[config.mk]
export PLATFORM = sky130hd
export DESIGN_NAME = arinc429_rx_decoder_flat
export DESIGN_NICKNAME = d
export VERILOG_FILES = /design/src/rtl/arinc429_rx_if.sv /design/src/rtl/arinc429_rx_decoder.sv /design/src/flat_wrapper.sv
export SDC_FILE = /design/constraint.sdc
export NUM_CORES = 1
export LEC_CHECK = 0
export ABC_AREA = 1
export BUFFER_PORTS_ARGS = -buffer_cell sky130_fd_sc_hd__buf_2
export CAP_MARGIN = 20
export CORE_MARGIN = 2
export CORE_UTILIZATION = 55
export CTS_BUF_LIST = sky130_fd_sc_hd__clkbuf_8 sky130_fd_sc_hd__clkbuf_16
export CTS_CLUSTER_DIAMETER = 50
export DETAILED_ROUTE_END_ITERATION = 10
export GPL_ROUTABILITY_DRIVEN = 0
export HOLD_SLACK_MARGIN = 0.03
export PLACE_DENSITY = 0.76
export SYNTH_ARGS = -nofsm -noshare
export SYNTH_HDL_FRONTEND = slang
export SYNTH_SLANG_ARGS = --single-unit
[constraint.sdc]
create_clock -name clk -period 8.4 [get_ports clk]
set_clock_uncertainty 0.05 [all_clocks]
set_input_delay 2.52 -clock clk [delete_from_list [all_inputs] [get_ports clk]]
set_output_delay 2.52 -clock clk [all_outputs]
set_load 0.005 [all_outputs]
[src/rtl/arinc429_rx_if.sv]
// Signal bundle between an ARINC 429 receive channel's control/buffer logic and its line decoder.
// The SDI filter ports exist only when ARINC_RX_SDI_FILTER_EN is defined.
interface arinc429_rx_if;
`ifdef ARINC_RX_SDI_FILTER_EN
    logic        sdi_check;
    logic [1:0]  sdi_value;
`endif
    logic        enable;
    logic        rate_sel;
    logic        parity_en;
    logic        InputA;
    logic        InputB;
    logic [31:0] word_data;
    logic        word_valid;
    logic        err_parity;
    logic        err_bitlen;
    logic        err_gap;
    logic        err_line;
    logic        synced;

    modport master (
`ifdef ARINC_RX_SDI_FILTER_EN
        output sdi_check, sdi_value,
`endif
        output enable, rate_sel, parity_en, InputA, InputB,
        input  word_data, word_valid, err_parity, err_bitlen, err_gap, err_line, synced
    );

    modport slave (
`ifdef ARINC_RX_SDI_FILTER_EN
        input  sdi_check, sdi_value,
`endif
        input  enable, rate_sel, parity_en, InputA, InputB,
        output word_data, word_valid, err_parity, err_bitlen, err_gap, err_line, synced
    );
endinterface

[src/rtl/arinc429_rx_decoder.sv]
// ARINC 429 bipolar line decoder: recovers bit timing from pulse/NULL durations and assembles 32-bit words.
// Optional SDI filtering of completed words is enabled by defining ARINC_RX_SDI_FILTER_EN.
module arinc429_rx_decoder #(
    parameter int INPUTFREQUENCY = 62_500_000,
    parameter int CNT_W          = 16
) (
    input  logic          clk,
    input  logic          reset_n,
    arinc429_rx_if.slave  bus
);
    localparam int T_HI = INPUTFREQUENCY / 100_000;
    localparam int T_LO = INPUTFREQUENCY / 12_500;

    localparam logic [CNT_W:0] SYNC_THR_HI = (CNT_W+1)'(2 * T_HI);
    localparam logic [CNT_W:0] SYNC_THR_LO = (CNT_W+1)'(2 * T_LO);
    localparam logic [CNT_W:0] GAP_THR_HI  = (CNT_W+1)'(T_HI);
    localparam logic [CNT_W:0] GAP_THR_LO  = (CNT_W+1)'(T_LO);
    localparam logic [CNT_W:0] WMIN_HI     = (CNT_W+1)'(T_HI / 4);
    localparam logic [CNT_W:0] WMIN_LO     = (CNT_W+1)'(T_LO / 4);
    localparam logic [CNT_W:0] WMAX_HI     = (CNT_W+1)'((3 * T_HI) / 4);
    localparam logic [CNT_W:0] WMAX_LO     = (CNT_W+1)'((3 * T_LO) / 4);

    typedef enum logic [1:0] {SYNC, GAP, PULSE} state_t;
    typedef enum logic [1:0] {L_NULL = 2'b00, L_LO = 2'b01, L_HI = 2'b10, L_BAD = 2'b11} line_t;

    // Two-stage synchronisers: index 1 is line A, index 0 is line B
    logic [1:0] raw_line;
    logic [1:0] sync_line;
    assign raw_line = {bus.InputA, bus.InputB};

    generate
        for (genvar gi = 0; gi < 2; gi++) begin : g_sync
            logic [1:0] ff_q;
            always_ff @(posedge clk or negedge reset_n) begin
                if (!reset_n) ff_q <= 2'b00;
                else          ff_q <= {ff_q[0], raw_line[gi]};
            end
            assign sync_line[gi] = ff_q[1];
        end
    endgenerate

    line_t             line_now;
    line_t             line_q;
    logic [CNT_W-1:0]  cnt_q;
    logic [CNT_W:0]    dur;
    logic [CNT_W:0]    width;
    assign line_now = line_t'(sync_line);

    // dur: cycles the current line state has been present, including this one
    assign dur   = (line_now != line_q) ? (CNT_W+1)'(1) : {1'b0, cnt_q} + (CNT_W+1)'(1);
    assign width = {1'b0, cnt_q} + (CNT_W+1)'(1);

    always_ff @(posedge clk or negedge reset_n) begin
        if (!reset_n) begin
            line_q <= L_NULL;
            cnt_q  <= '0;
        end else begin
            line_q <= line_now;
            if (!bus.enable || line_now != line_q) cnt_q <= '0;
            else if (cnt_q != {CNT_W{1'b1}})       cnt_q <= cnt_q + 1'b1;
        end
    end

    state_t      state_q, state_d;
    logic [4:0]  bit_idx_q, bit_idx_d;
    logic [31:0] shift_q, shift_d;
    logic        rate_q, par_q;
    logic        rate_cur;
    logic [CNT_W:0] sync_thr, gap_thr, wmin, wmax;

    // Rate/parity settings are sampled continuously in SYNC and frozen for the word
    assign rate_cur = (state_q == SYNC) ? bus.rate_sel : rate_q;
    assign sync_thr = rate_cur ? SYNC_THR_LO : SYNC_THR_HI;
    assign gap_thr  = rate_cur ? GAP_THR_LO  : GAP_THR_HI;
    assign wmin     = rate_cur ? WMIN_LO     : WMIN_HI;
    assign wmax     = rate_cur ? WMAX_LO     : WMAX_HI;

    always_ff @(posedge clk or negedge reset_n) begin
        if (!reset_n) begin
            state_q   <= SYNC;
            bit_idx_q <= '0;
            shift_q   <= '0;
            rate_q    <= 1'b0;
            par_q     <= 1'b0;
        end else begin
            state_q   <= state_d;
            bit_idx_q <= bit_idx_d;
            shift_q   <= shift_d;
            if (state_q == SYNC) begin
                rate_q <= bus.rate_sel;
                par_q  <= bus.parity_en;
            end
        end
    end

    logic ev_word, ev_bitlen, ev_gap, ev_line;

    always_comb begin
        state_d   = state_q;
        bit_idx_d = bit_idx_q;
        shift_d   = shift_q;
        ev_word   = 1'b0;
        ev_bitlen = 1'b0;
        ev_gap    = 1'b0;
        ev_line   = 1'b0;
        if (!bus.enable) begin
            state_d   = SYNC;
            bit_idx_d = '0;
        end else begin
            case (state_q)
                SYNC: begin
                    if (line_now == L_NULL && dur >= sync_thr) begin
                        state_d   = GAP;
                        bit_idx_d = '0;
                    end
                end
                GAP: begin
                    case (line_now)
                        L_HI, L_LO: state_d = PULSE;
                        L_BAD: begin
                            ev_line = 1'b1;
                            state_d = SYNC;
                        end
                        default: begin
                            if (bit_idx_q != 5'd0 && dur > gap_thr) begin
                                ev_gap  = 1'b1;
                                state_d = SYNC;
                            end
                        end
                    endcase
                end
                PULSE: begin
                    if (line_now != line_q) begin
                        state_d = SYNC;
                        case (line_now)
                            L_NULL: begin
                                if (width >= wmin && width <= wmax) begin
                                    shift_d[bit_idx_q] = (line_q == L_HI);
                                    bit_idx_d          = bit_idx_q + 5'd1;
                                    ev_word            = (bit_idx_q == 5'd31);
                                    state_d            = GAP;
                                end else begin
                                    ev_bitlen = 1'b1;
                                end
                            end
                            L_BAD:   ev_line   = 1'b1;
                            default: ev_bitlen = 1'b1;
                        endcase
                    end
                end
                default: state_d = SYNC;
            endcase
            if (state_d == SYNC) bit_idx_d = '0;
        end
    end

    logic        drop;
    logic        word_valid_d, err_parity_d;
    logic [31:0] word_data_d;
    logic        word_valid_q, err_parity_q, err_bitlen_q, err_gap_q, err_line_q;
    logic [31:0] word_data_q;

`ifdef ARINC_RX_SDI_FILTER_EN
    assign drop = bus.sdi_check && (shift_d[9:8] != bus.sdi_value);
`else
    assign drop = 1'b0;
`endif

    always_comb begin
        word_valid_d = ev_word && !drop;
        err_parity_d = word_valid_d && par_q && !(^shift_d);
        word_data_d  = word_valid_d ? shift_d : word_data_q;
    end

    always_ff @(posedge clk or negedge reset_n) begin
        if (!reset_n) begin
            word_valid_q <= 1'b0;
            err_parity_q <= 1'b0;
            err_bitlen_q <= 1'b0;
            err_gap_q    <= 1'b0;
            err_line_q   <= 1'b0;
            word_data_q  <= '0;
        end else begin
            word_valid_q <= word_valid_d;
            err_parity_q <= err_parity_d;
            err_bitlen_q <= ev_bitlen;
            err_gap_q    <= ev_gap;
            err_line_q   <= ev_line;
            word_data_q  <= word_data_d;
        end
    end

    assign bus.word_valid = word_valid_q;
    assign bus.err_parity = err_parity_q;
    assign bus.err_bitlen = err_bitlen_q;
    assign bus.err_gap    = err_gap_q;
    assign bus.err_line   = err_line_q;
    assign bus.word_data  = word_data_q;
    assign bus.synced     = (state_q != SYNC);
endmodule

[src/flat_wrapper.sv]
// flat-port wrapper written by rule: the top's interface ports become plain ports
module arinc429_rx_decoder_flat 
#(
    parameter int INPUTFREQUENCY = 62_500_000,
    parameter int CNT_W          = 16
)
  (clk, reset_n, bus_enable, bus_rate_sel, bus_parity_en, bus_InputA, bus_InputB, bus_word_data, bus_word_valid, bus_err_parity, bus_err_bitlen, bus_err_gap, bus_err_line, bus_synced);
  arinc429_rx_if bus_i ();
  input  logic clk;
  input  logic reset_n;
  input wire logic [$bits(bus_i.enable)-1:0] bus_enable;
  input wire logic [$bits(bus_i.rate_sel)-1:0] bus_rate_sel;
  input wire logic [$bits(bus_i.parity_en)-1:0] bus_parity_en;
  input wire logic [$bits(bus_i.InputA)-1:0] bus_InputA;
  input wire logic [$bits(bus_i.InputB)-1:0] bus_InputB;
  output wire logic [$bits(bus_i.word_data)-1:0] bus_word_data;
  output wire logic [$bits(bus_i.word_valid)-1:0] bus_word_valid;
  output wire logic [$bits(bus_i.err_parity)-1:0] bus_err_parity;
  output wire logic [$bits(bus_i.err_bitlen)-1:0] bus_err_bitlen;
  output wire logic [$bits(bus_i.err_gap)-1:0] bus_err_gap;
  output wire logic [$bits(bus_i.err_line)-1:0] bus_err_line;
  output wire logic [$bits(bus_i.synced)-1:0] bus_synced;
  assign bus_i.enable = bus_enable;
  assign bus_i.rate_sel = bus_rate_sel;
  assign bus_i.parity_en = bus_parity_en;
  assign bus_i.InputA = bus_InputA;
  assign bus_i.InputB = bus_InputB;
  assign bus_word_data = bus_i.word_data;
  assign bus_word_valid = bus_i.word_valid;
  assign bus_err_parity = bus_i.err_parity;
  assign bus_err_bitlen = bus_i.err_bitlen;
  assign bus_err_gap = bus_i.err_gap;
  assign bus_err_line = bus_i.err_line;
  assign bus_synced = bus_i.synced;
  arinc429_rx_decoder #(.INPUTFREQUENCY(INPUTFREQUENCY), .CNT_W(CNT_W)) u_core (.clk(clk), .reset_n(reset_n), .bus(bus_i));
endmodule
==> results of run 1 <==
[cells in the final DEF (no fill, tap or decap), drive strengths merged, types with 11 or more instances in the layout]
master / n
nand2: 334
inv: 114
dfrtp: 100
nor2: 92
nand3: 66
o21ai: 48
buf: 47
nand4: 40
ha: 35
a21oi: 18
a31oi: 15
clkbuf: 11
[cell usage after synthesis (2+ instances only)]
cell	instances	area (um^2)
nand2_1	306	1150
dfrtp_1	100	2500
inv_1	96	360
nor2_1	84	315
nand3_1	62	310
o21ai_0	46	230
ha_1	35	438
nand4_1	26	163
nand2_2	23	144
a21oi_1	17	85.1
inv_2	16	60.1
a31oi_1	15	93.8
clkbuf_1	13	48.8
nand4_2	9	113
nor3_1	7	35.0
and2_1	6	37.5
xnor2_1	6	52.6
xor2_1	6	52.6
nand2_4	5	56.3
nand4_4	5	106
nor2_2	5	31.3
buf_2	4	20.0
buf_4	4	30.0
clkinv_1	4	15.0
nand3_2	4	40.0
nor4_1	4	25.0
nor3b_1	3	22.5
o21a_1	3	22.5
o21bai_1	3	22.5
a21boi_0	2	15.0
buf_1	2	7.51
buf_8	2	30.0
nor2_4	2	22.5
or2_2	2	12.5
[flip-flops by register name (all words and copies together), names as in the netlist]
register and count:
u_core.bit_idx_q 5, u_core.bus.err_bitlen 1, u_core.bus.err_gap 1, u_core.bus.err_line 1, u_core.bus.err_parity 1, u_core.bus.word_data 32
u_core.bus.word_valid 1, u_core.cnt_q 16, u_core.g_sync.ff_q 4, u_core.line_q 2, u_core.par_q 1, u_core.rate_q 1
u_core.shift_q 32, u_core.state_q 2
[critical path: cells and delay by family]
| family | cells | cell delay [ns] |
|---|---|---|
| AND/OR/NAND/NOR | 19 | 2.74 |
| adder cells (fa/ha/maj) | 1 | 0.47 |
| AO/OA/AOI/OAI | 2 | 0.28 |
| buffers and inverters | 5 | 0.73 |
[worst paths after layout]
path	start	slack [ns]	end
max reg2reg	u_core.state_q[0]	3.00	u_core.bus.err_parity
min	u_core.g_sync[0].ff_q[0]	0.31	u_core.g_sync[0].ff_q[1]
max in group asynchronous	reset_n	5.05	u_core.shift_q[24]
min reg2reg	u_core.g_sync[0].ff_q[0]	0.31	u_core.g_sync[0].ff_q[1]
max	bus_rate_sel	1.79	u_core.bus.err_parity
min in group asynchronous	reset_n	2.14	u_core.bus.err_parity
[per-stage QoR]
step                hold slack (ns)  std cells  instance area, um^2  utilization [%]
finish                        0.305       1147                 7420             61.5
global route                  0.307       1147                 7420             61.5
CTS                           0.307       1147                 7420             61.5
detailed placement            0.286       1131                 7130             59.1
global placement              0.290       1131                 7130             59.1
floorplan                     0.281        942                 6820                -
[power by group through the flow]
stage / registers, mW / logic, mW / clock network, mW
floorplan: 0.494 / 0.0253 / 0
global placement: 0.495 / 0.0446 / 0
detailed placement: 0.495 / 0.0453 / 0
CTS: 0.486 / 0.0456 / 0.412
global route: 0.486 / 0.0511 / 0.429
finish: 0.486 / 0.0455 / 0.405
[final cells by class]
| class | instances | share of cell area, % |
|---|---|---|
| clock buffers | 11 | 3.41 |
| clock inverters | 5 | 0.489 |
| well taps | 168 | 2.83 |
| flip-flops and latches | 100 | 33.7 |
| multi-input cells | 699 | 50.3 |
| repair buffers | 47 | 3.30 |
| inverters | 117 | 5.93 |
[cell families (layout without fill, tap and decap cells)]
logic type,Yosys count,after routing
XOR/XNOR,12,12
AND/OR/NAND/NOR,557,557
AO/OA/AOI/OAI,95,95
flip-flops,100,100
adder cells (fa/ha/maj),35,35
buffers and inverters,143,180
[metal layers]
layer | GRT usage (%) | share of wire, % | up-vias
met1 | 38.2 | 50 | 2747
met4 | 8.19 | 1.5 | 0
li1 | - | - | 3099
met2 | 35.2 | 42 | 163
met3 | 3.37 | 6.3 | 17
met5 | 0 | 0 | -
==> impl_results.md, run 1 <==
* Synth cell types at 49
* Leak at 4.07 nW
* Antenna cells at 0
* Comb pwr share at 4.9%
* Arr. time, crit path at 6.80 ns
* Critical path startpoint category: input port
* Syn Nets at 984
* ANT nets after route at 0
* Largest family of logic cells by synthesized area: simple AND/OR/NAND/NOR gates
* Final Cycle Share at 78.7%
* Post-synthesis adder-cell area fraction at 6.42%
* Required @ worst endpoint at 8.59 ns
* NetSw at 0.224 mW
* Detailed-route DRC error count at 0
* # rows at 40
* Syn Inst Count at 942
* Total wire length at 15800 um
* Total congestion overflow at 0
* Ys Warns at 0
* Postcts setup bufs at 0
* Die Y at 115 um
* Number of synthesized flops with an enable pin at 0
* Ys flop type: dfrtp_1
* Sw Share at 23.9%
* Total GRT Usage at 24.6%
* Fin crit period at 6.61 ns
* Slowest CP cell: nor2_8
* Detailed-route via count at 6026
* Setup Slack @ Placement at 1.54 ns
* Nets@finish at 1016
* IO Port Bufs at 44
* Slew Limit Fails at 0
* Fin. Hold Viols at 0
* Max Fclk at 151 MHz
* # fillers at 1104
* Sequential share of the synthesized area at 36.7%
* HP Class: reg -> reg
* CP peak stage delay at 0.69 ns
* Multiplexer share of the synthesized area at 0%
* R2R cell count at 29
* Largest net degree at the start of global routing at 59
* Die Wd at 115 um
* Post-synthesis xor/xnor area fraction at 1.54%
* Synthesized flop and latch total at 100
* Multi-input logic area at 3730 um^2
* Initial antenna violation count at 0
* Root Driver: clkbuf_16
* Drt first pass iters at 5
* Max Cap Violations at 0
* Total design power at 0.936 mW
* Worst hold stages at 0
* Post-Synth Simple-Gate Area at 38.5%
* CTS tree: done
* Worst relative slew slack at 29.2%
* Endpoint type of the worst setup path: register
* Die area at 13300 um^2
* RSZ-0062 raised after global routing: false
* Layout cells sized above 1 at 14.4%
* H-Tree Level Count at 3
* Pwr/cell area at 126 nW/um^2
* Reg area at 2500 um^2
* Starting Density at 56.5%
* Fin Setup TNS at 0 ns
* Vias in the first global route at 5328
* Peak VDD IR at 0.111 mV
* Final setup fails at 0
* Syn-to-layout area delta at 8.84%
* Synth async-reset ratio at 100%
* CP dominant cell by count: nand2_1
* Setup CP Type: in -> reg
* Cts-stage hold buffer count at 0
* Skew-Pair Late Insertion Delay at 0.35 ns
* Cts bufs inserted at 9
* Outcome: finished, final reports clean
* Clock network fraction of total power at 43.2%
* Starting DRT DRC Count at 392
* P_int at 0.712 mW
* WL/cell at 13.7 um
* CTS Sinks at 100
* I/O Pins at 45
* Crit Path Max Fanout at 58
* Tightest Pin Transition at 1.06 ns
* CTS max path bufs at 2
* Placeable Area at 12100 um^2
* Resized cells post-CTS at 0
* Average cell area after synthesis at 7.24 um^2
* First-pass GRT wire length at 26000 um
* Post-route setup slack at 1.79 ns
* Sequential share of power at 51.9%
* Synth Area in Compound Gates at 8.13%
* Hpwl dp at 11400 um
* Clock transition at path regs at 0.07 ns
* Vias per inst at 5.25
* Synth Cell Area at 6820 um^2
(Power assumes the default switching activity.)
==> run 2, diff against run 1 <==
--- a/config.mk
+++ b/config.mk
@@ -15,7 +15,7 @@
 export DETAILED_ROUTE_END_ITERATION = 10
 export GPL_ROUTABILITY_DRIVEN = 0
 export HOLD_SLACK_MARGIN = 0.03
-export PLACE_DENSITY = 0.76
+export PLACE_DENSITY = 0.79
 export SYNTH_ARGS = -nofsm -noshare
 export SYNTH_HDL_FRONTEND = slang
 export SYNTH_SLANG_ARGS = --single-unit
==> constraint.sdc (replaced) <==
create_clock -name clk -period 5.5 [get_ports clk]
set_clock_uncertainty 0.05 [all_clocks]
set_input_delay 1.65 -clock clk [delete_from_list [all_inputs] [get_ports clk]]
set_output_delay 1.65 -clock clk [all_outputs]
set_load 0.005 [all_outputs]
==> run 2 against run 1 <==
Compared with the run above:
- setup slack worse by 0.97 ns
- flip-flop and latch count stayed put
- final cell count is 0.87% higher
- total power is 55% higher
- final area is 0.93% higher
- hold slack worse by 0.0058 ns
- global-route usage is 0.76 points higher
- wire length is 0.56% lower
- utilization is 0.57 points higher
- non-clock buffer count is 9 higher
- critical path depth is 4 higher
- sequential share of layout area is 0.31 points lower
- largest cell class unchanged
- largest power group unchanged
==> impl_results.md, run 2 (synthesis results as in run 1) <==
* Outcome: finished, final reports clean
* Setup slack, reg-to-reg at 0.98 ns (-2.02 ns)
* CTS tree: done
* Hold Crit Start: u_core.g_sync[0].ff_q[0]
* Nets@finish at 1025 (+0.89%)
* Peak VDD IR at 0.159 mV (+43%)
* Arr. time, crit path at 4.87 ns (-1.93 ns)
* Starting DRT DRC Count at 485 (+24%)
* R2R cell count at 29 (unchanged)
* Initial antenna violation count at 1 (+1)
* HP Class: reg -> reg
* Cts-stage hold buffer count at 0 (unchanged)
* Die area at 13300 um^2 (unchanged)
* Pwr/cell area at 194 nW/um^2 (+54%)
* Slew Limit Fails at 0 (unchanged)
* Commonest non-fill, non-tap cells in the layout: nand2_1, dfrtp_1, inv_1, nor2_1, nand3_1
* # fillers at 1070 (-3.1%)
* Slowest CP cell: nor2_8
* Worst reg2reg path startpoint: u_core.cnt_q[0]
* Detailed-route via count at 6134 (+1.8%)
* Commonest non-fill, non-tap cell in the layout: nand2_1
* Critical path startpoint category: input port
* Total GRT Usage at 25.4% (+0.76 points)
* Fin Setup TNS at 0 ns (unchanged)
* Post-Layout Cell Count at 1157 (+0.87%)
* Setup Slack @ Placement at 0.507 ns (-1.03 ns)
* Required @ worst endpoint at 5.69 ns (-2.90 ns)
* Resized cells post-CTS at 0 (unchanged)
* Drt first pass iters at 6 (+1)
* Hold endpoint: u_core.g_sync[0].ff_q[1]
* RR Endpoint: u_core.bus.err_parity
* Starting Density at 56.5% (unchanged)
* IO Port Bufs at 44 (unchanged)
* Most used routing layer: met2
* Max Fclk at 214 MHz
* Met2 usage at 38.1% (+2.8 points)
* Met1 Use GR at 37.9% (-0.31 points)
* CTS max path bufs at 2 (unchanged)
* CP dominant cell by count: nand2_1
* Setup CP Type: in -> reg
* Post-route core utilization at 62.1% (+0.57 points)
* Worst relative slew slack at 36.8% (+7.5 points)
* Vias in the first global route at 5609 (+5.3%)
* Fin. Hold Viols at 0 (unchanged)
* Crit Path Max Fanout at 22 (-62%)
* Total wire length at 15700 um (-0.56%)
* Cts bufs inserted at 9 (unchanged)
* RSZ-0062 raised after global routing: false
* I/O Pins at 45 (unchanged)
* Detailed-route DRC error count at 0 (unchanged)
* Die Wd at 115 um (unchanged)
* Skew-Pair Late Insertion Delay at 0.35 ns (about the same)
* Placeable Area at 12100 um^2 (unchanged)
* H-Tree Level Count at 3 (unchanged)
* First-pass GRT wire length at 26800 um (+3.1%)
* CTS Sinks at 100 (unchanged)
* Layout cells sized above 1 at 15.1% (+0.68 points)
* Final Cycle Share at 85.1%
* Root Driver: clkbuf_16
* Clock transition at path regs at 0.07 ns (about the same)
* Total design power at 1.45 mW (+55%)
* Syn-to-layout area delta at 9.85%
* Die Y at 115 um (unchanged)
* Endpoint type of the worst setup path: register
* Post-route setup slack at 0.821 ns (-0.969 ns)
* Hpwl dp at 11500 um (+1.2%)
* Placed Cells at 1140 (+0.80%)
* Postcts setup bufs at 0 (unchanged)
* Final setup fails at 0 (unchanged)
* Tightest Pin Transition at 0.948 ns (-0.111 ns)
* ANT nets after route at 0 (unchanged)
* CP peak stage delay at 0.33 ns (-0.36 ns)
* Met3 GRT Util at 3.58% (+0.21 points)
* Total congestion overflow at 0 (unchanged)
* Max Cap Violations at 0 (unchanged)
* Worst hold stages at 0 (unchanged)
* Fin crit period at 4.68 ns
* WL/cell at 13.5 um (-1.4%)
* # rows at 40 (unchanged)
* Vias per inst at 5.30 (+0.91%)
* Largest net degree at the start of global routing at 73 (+24%)
* Leak at 4.12 nW (+1.2%)
-- run 2: worst max-delay path, delay by kind of cell --
| family | cells | cell delay (ns) |
|---|---|---|
| adders and majority gates | 1 | 0.32 |
| AOI/OAI and AO/OA | 1 | 0.08 |
| buffers and inverters | 3 | 0.61 |
| and+or+nand+nor | 25 | 1.99 |
| xor gates and xnor gates | 1 | 0.23 |
-- run 2: area by class of cell --
| class | instances | area [um^2] | area share (%) |
|---|---|---|---|
| timing repair buffer | 56 | 313 | 4.18 |
| inverter | 117 | 440 | 5.88 |
| multi-input combinational | 699 | 3730 | 49.8 |
| clock inverter | 7 | 67.6 | 0.902 |
| clock buffer | 9 | 225 | 3.01 |
| sequential | 100 | 2500 | 33.4 |
| antenna | 1 | 2.50 | 0.0334 |
| tap | 168 | 210 | 2.81 |
-- run 2: through the flow --
stage                     instance area (um^2)  hold slack [ns]
final                                     7490            0.299
after global routing                      7490            0.304
after CTS                                 7490            0.302
after detailed placement                  7200            0.287
after global placement                    7200            0.283
after floorplan                           6820            0.281
-- run 2: worst max path at each step --
stage / start / end / slack, ns / cells past startpoint
floorplan: bus_rate_sel / u_core.bus.err_parity / 0.70 / 28
global placement: bus_rate_sel / u_core.bus.err_parity / 0.60 / 33
detailed placement: bus_rate_sel / u_core.bus.err_parity / 0.51 / 31
CTS: bus_rate_sel / u_core.bus.err_parity / 0.81 / 31
global route: bus_rate_sel / u_core.bus.err_parity / 0.42 / 31
finish: bus_rate_sel / u_core.bus.err_parity / 0.82 / 31
-- run 2: power by group --
| part | internal, mW | switching, mW | total [mW] |
|---|---|---|---|
| Clock | 0.352 | 0.288 | 0.640 |
| Combinational | 0.0165 | 0.0522 | 0.0687 |
| Sequential | 0.739 | 0.00286 | 0.741 |
-- run 2: per-layer routing --
layer	part of all wire (%)	vias up
li1	-	3121
met1	48	2827
met2	43	163
met3	6.5	23
met4	1.9	0
met5	0	-
==> run 3, diff against run 2 <==
--- a/config.mk
+++ b/config.mk
@@ -6,7 +6,7 @@
 export NUM_CORES = 1
 export LEC_CHECK = 0
 export ABC_AREA = 1
-export BUFFER_PORTS_ARGS = -buffer_cell sky130_fd_sc_hd__buf_2
+export BUFFER_PORTS_ARGS = -buffer_cell sky130_fd_sc_hd__clkbuf_2
 export CAP_MARGIN = 20
 export CORE_MARGIN = 2
 export CORE_UTILIZATION = 55
==> run 3 against run 2 <==
Compared with the run above:
- register-to-register slack about the same
- critical path depth increased by 2
- hold slack about the same
- wire length decreased by 0.14%
- final cell count about the same
- combinational power about the same
- largest cell class unchanged
- highest routed layer unchanged
==> impl_results.md, run 3 (synthesis results as in run 1) <==
* Outcome: finished, final reports clean
* # fillers at 1093 (+2.1%)
* Die Wd at 115 um (unchanged)
* Commonest non-fill, non-tap cell in the layout: nand2_1
* Slowest CP cell: nor2_8
* Fin. Hold Viols at 0 (unchanged)
* Leak at 4.08 nW (-1.1%)
* RSZ-0062 raised after global routing: false
* Arr. time, crit path at 4.85 ns (-0.02 ns)
* Final Cycle Share at 84.7% (-0.36 points)
* Syn-to-layout area delta at 9.60%
* HP Class: reg -> reg
* Max Fclk at 215 MHz (+0.43%)
* Clock transition at path regs at 0.06 ns (about the same)
* Skew-Pair Late Insertion Delay at 0.35 ns (about the same)
* CTS Sinks at 100 (unchanged)
* CTS tree: done
* Starting Density at 56.5% (unchanged)
* Antenna cells at 0 (-1)
* Resized cells post-CTS at 0 (unchanged)
* Layout cells sized above 1 at 15.2% (+0.10 points)
* Total GRT Usage at 25.1% (-0.29 points)
* CP dominant cell by count: nand2_1
* Postcts setup bufs at 0 (unchanged)
* First-pass GRT wire length at 26500 um (-1.4%)
* Critical path startpoint category: input port
* Vias in the first global route at 5599 (-0.18%)
* CTS max path bufs at 2 (unchanged)
* Peak VDD IR at 0.138 mV (-13%)
* Starting DRT DRC Count at 475 (-2.1%)
* Initial antenna violation count at 0 (-1)
* Crit Path Max Fanout at 23 (+4.5%)
* Die Y at 115 um (unchanged)
* CP peak stage delay at 0.34 ns (about the same)
* Endpoint type of the worst setup path: register
* Placeable Area at 12100 um^2 (unchanged)
* ANT nets after route at 0 (unchanged)
* Nets@finish at 1025 (unchanged)
* I/O Pins at 45 (unchanged)
* Final setup fails at 0 (unchanged)
* Total wire length at 15600 um (-0.14%)
* Detailed-route DRC error count at 0 (unchanged)
* Drt first pass iters at 5 (-1)
* Total congestion overflow at 0 (unchanged)
* WL/cell at 13.5 um (about the same)
* Detailed-route via count at 6116 (-0.29%)
* Buffers plus inverters on the worst setup path at 4 (+1)
* Fin Setup TNS at 0 ns (unchanged)
* Cts-stage hold buffer count at 0 (unchanged)
* Required @ worst endpoint at 5.69 ns (about the same)
* Die area at 13300 um^2 (unchanged)
* Max Cap Violations at 0 (unchanged)
* Tightest Pin Transition at 0.909 ns (-0.0391 ns)
* Commonest non-fill, non-tap cells in the layout: nand2_1, dfrtp_1, inv_1, nor2_1, nand3_1
* Root Driver: clkbuf_16
* Setup CP Type: in -> reg
* H-Tree Level Count at 3 (unchanged)
* IO Port Bufs at 44 (unchanged)
* Total design power at 1.41 mW (-2.9%)
* Fin crit period at 4.66 ns (-0.0200 ns)
* Largest net degree at the start of global routing at 73 (unchanged)
* Hpwl dp at 11600 um (+0.88%)
* Cell family with most CP delay: simple AND/OR/NAND/NOR gates
* Cts bufs inserted at 9 (unchanged)
* Vias per inst at 5.29 (-0.21%)
* Worst relative slew slack at 39.4% (+2.6 points)
* Slew Limit Fails at 0 (unchanged)
* Pwr/cell area at 188 nW/um^2 (-2.7%)
* # rows at 40 (unchanged)
## run 3: cell type report
class	count	area, um^2	area share (%)
multi-input combinational	699	3730	49.9
sequential	100	2500	33.5
inverter	117	440	5.89
timing repair buffer	56	313	4.19
clock buffer	10	239	3.20
tap	168	210	2.81
clock inverter	6	38.8	0.519
## run 3: through the flow
stage / cells / setup WS, ns / utilization (%) / area (um^2) / hold WS [ns]
4_1_cts: 1156 / 0.868 / 62.0 / 7470 / 0.304
3_5_place_dp: 1140 / 0.514 / 59.7 / 7200 / 0.290
5_1_grt: 1156 / 0.411 / 62.0 / 7470 / 0.306
3_3_place_gp: 1140 / 0.576 / 59.7 / 7200 / 0.284
6_report: 1156 / 0.841 / 62.0 / 7470 / 0.299
2_1_floorplan: 942 / 0.704 / - / 6820 / 0.281
## run 3: final timing paths
path | start | end | slack (ns) | depth (start not counted)
max in group asynchronous | reset_n | u_core.shift_q[30] | 3.08 | 2
min | u_core.g_sync[0].ff_q[0] | u_core.g_sync[0].ff_q[1] | 0.30 | 0
min reg2reg | u_core.g_sync[0].ff_q[0] | u_core.g_sync[0].ff_q[1] | 0.30 | 0
max reg2reg | u_core.cnt_q[0] | u_core.bus.err_parity | 0.97 | 27
max | bus_rate_sel | u_core.bus.err_parity | 0.84 | 33
min in group asynchronous | reset_n | u_core.bus.err_gap | 1.36 | 1
## run 3: layer usage
| layer | up-vias | routed length (um) | global-route usage (%) |
|---|---|---|---|
| met3 | 20 | 941 | 4.69 |
| met5 | - | 0 | 0 |
| li1 | 3112 | - | - |
| met4 | 0 | 269 | 9.16 |
| met1 | 2820 | 7760 | 37.1 |
| met2 | 164 | 6670 | 36.7 |
## run 3: where the power goes
part	switching [mW]	internal, mW	total (mW)	leakage, nW
sequential	0.00293	0.739	0.742	1.36
clock	0.279	0.318	0.598	0.140
combinational	0.0525	0.0164	0.0689	2.58
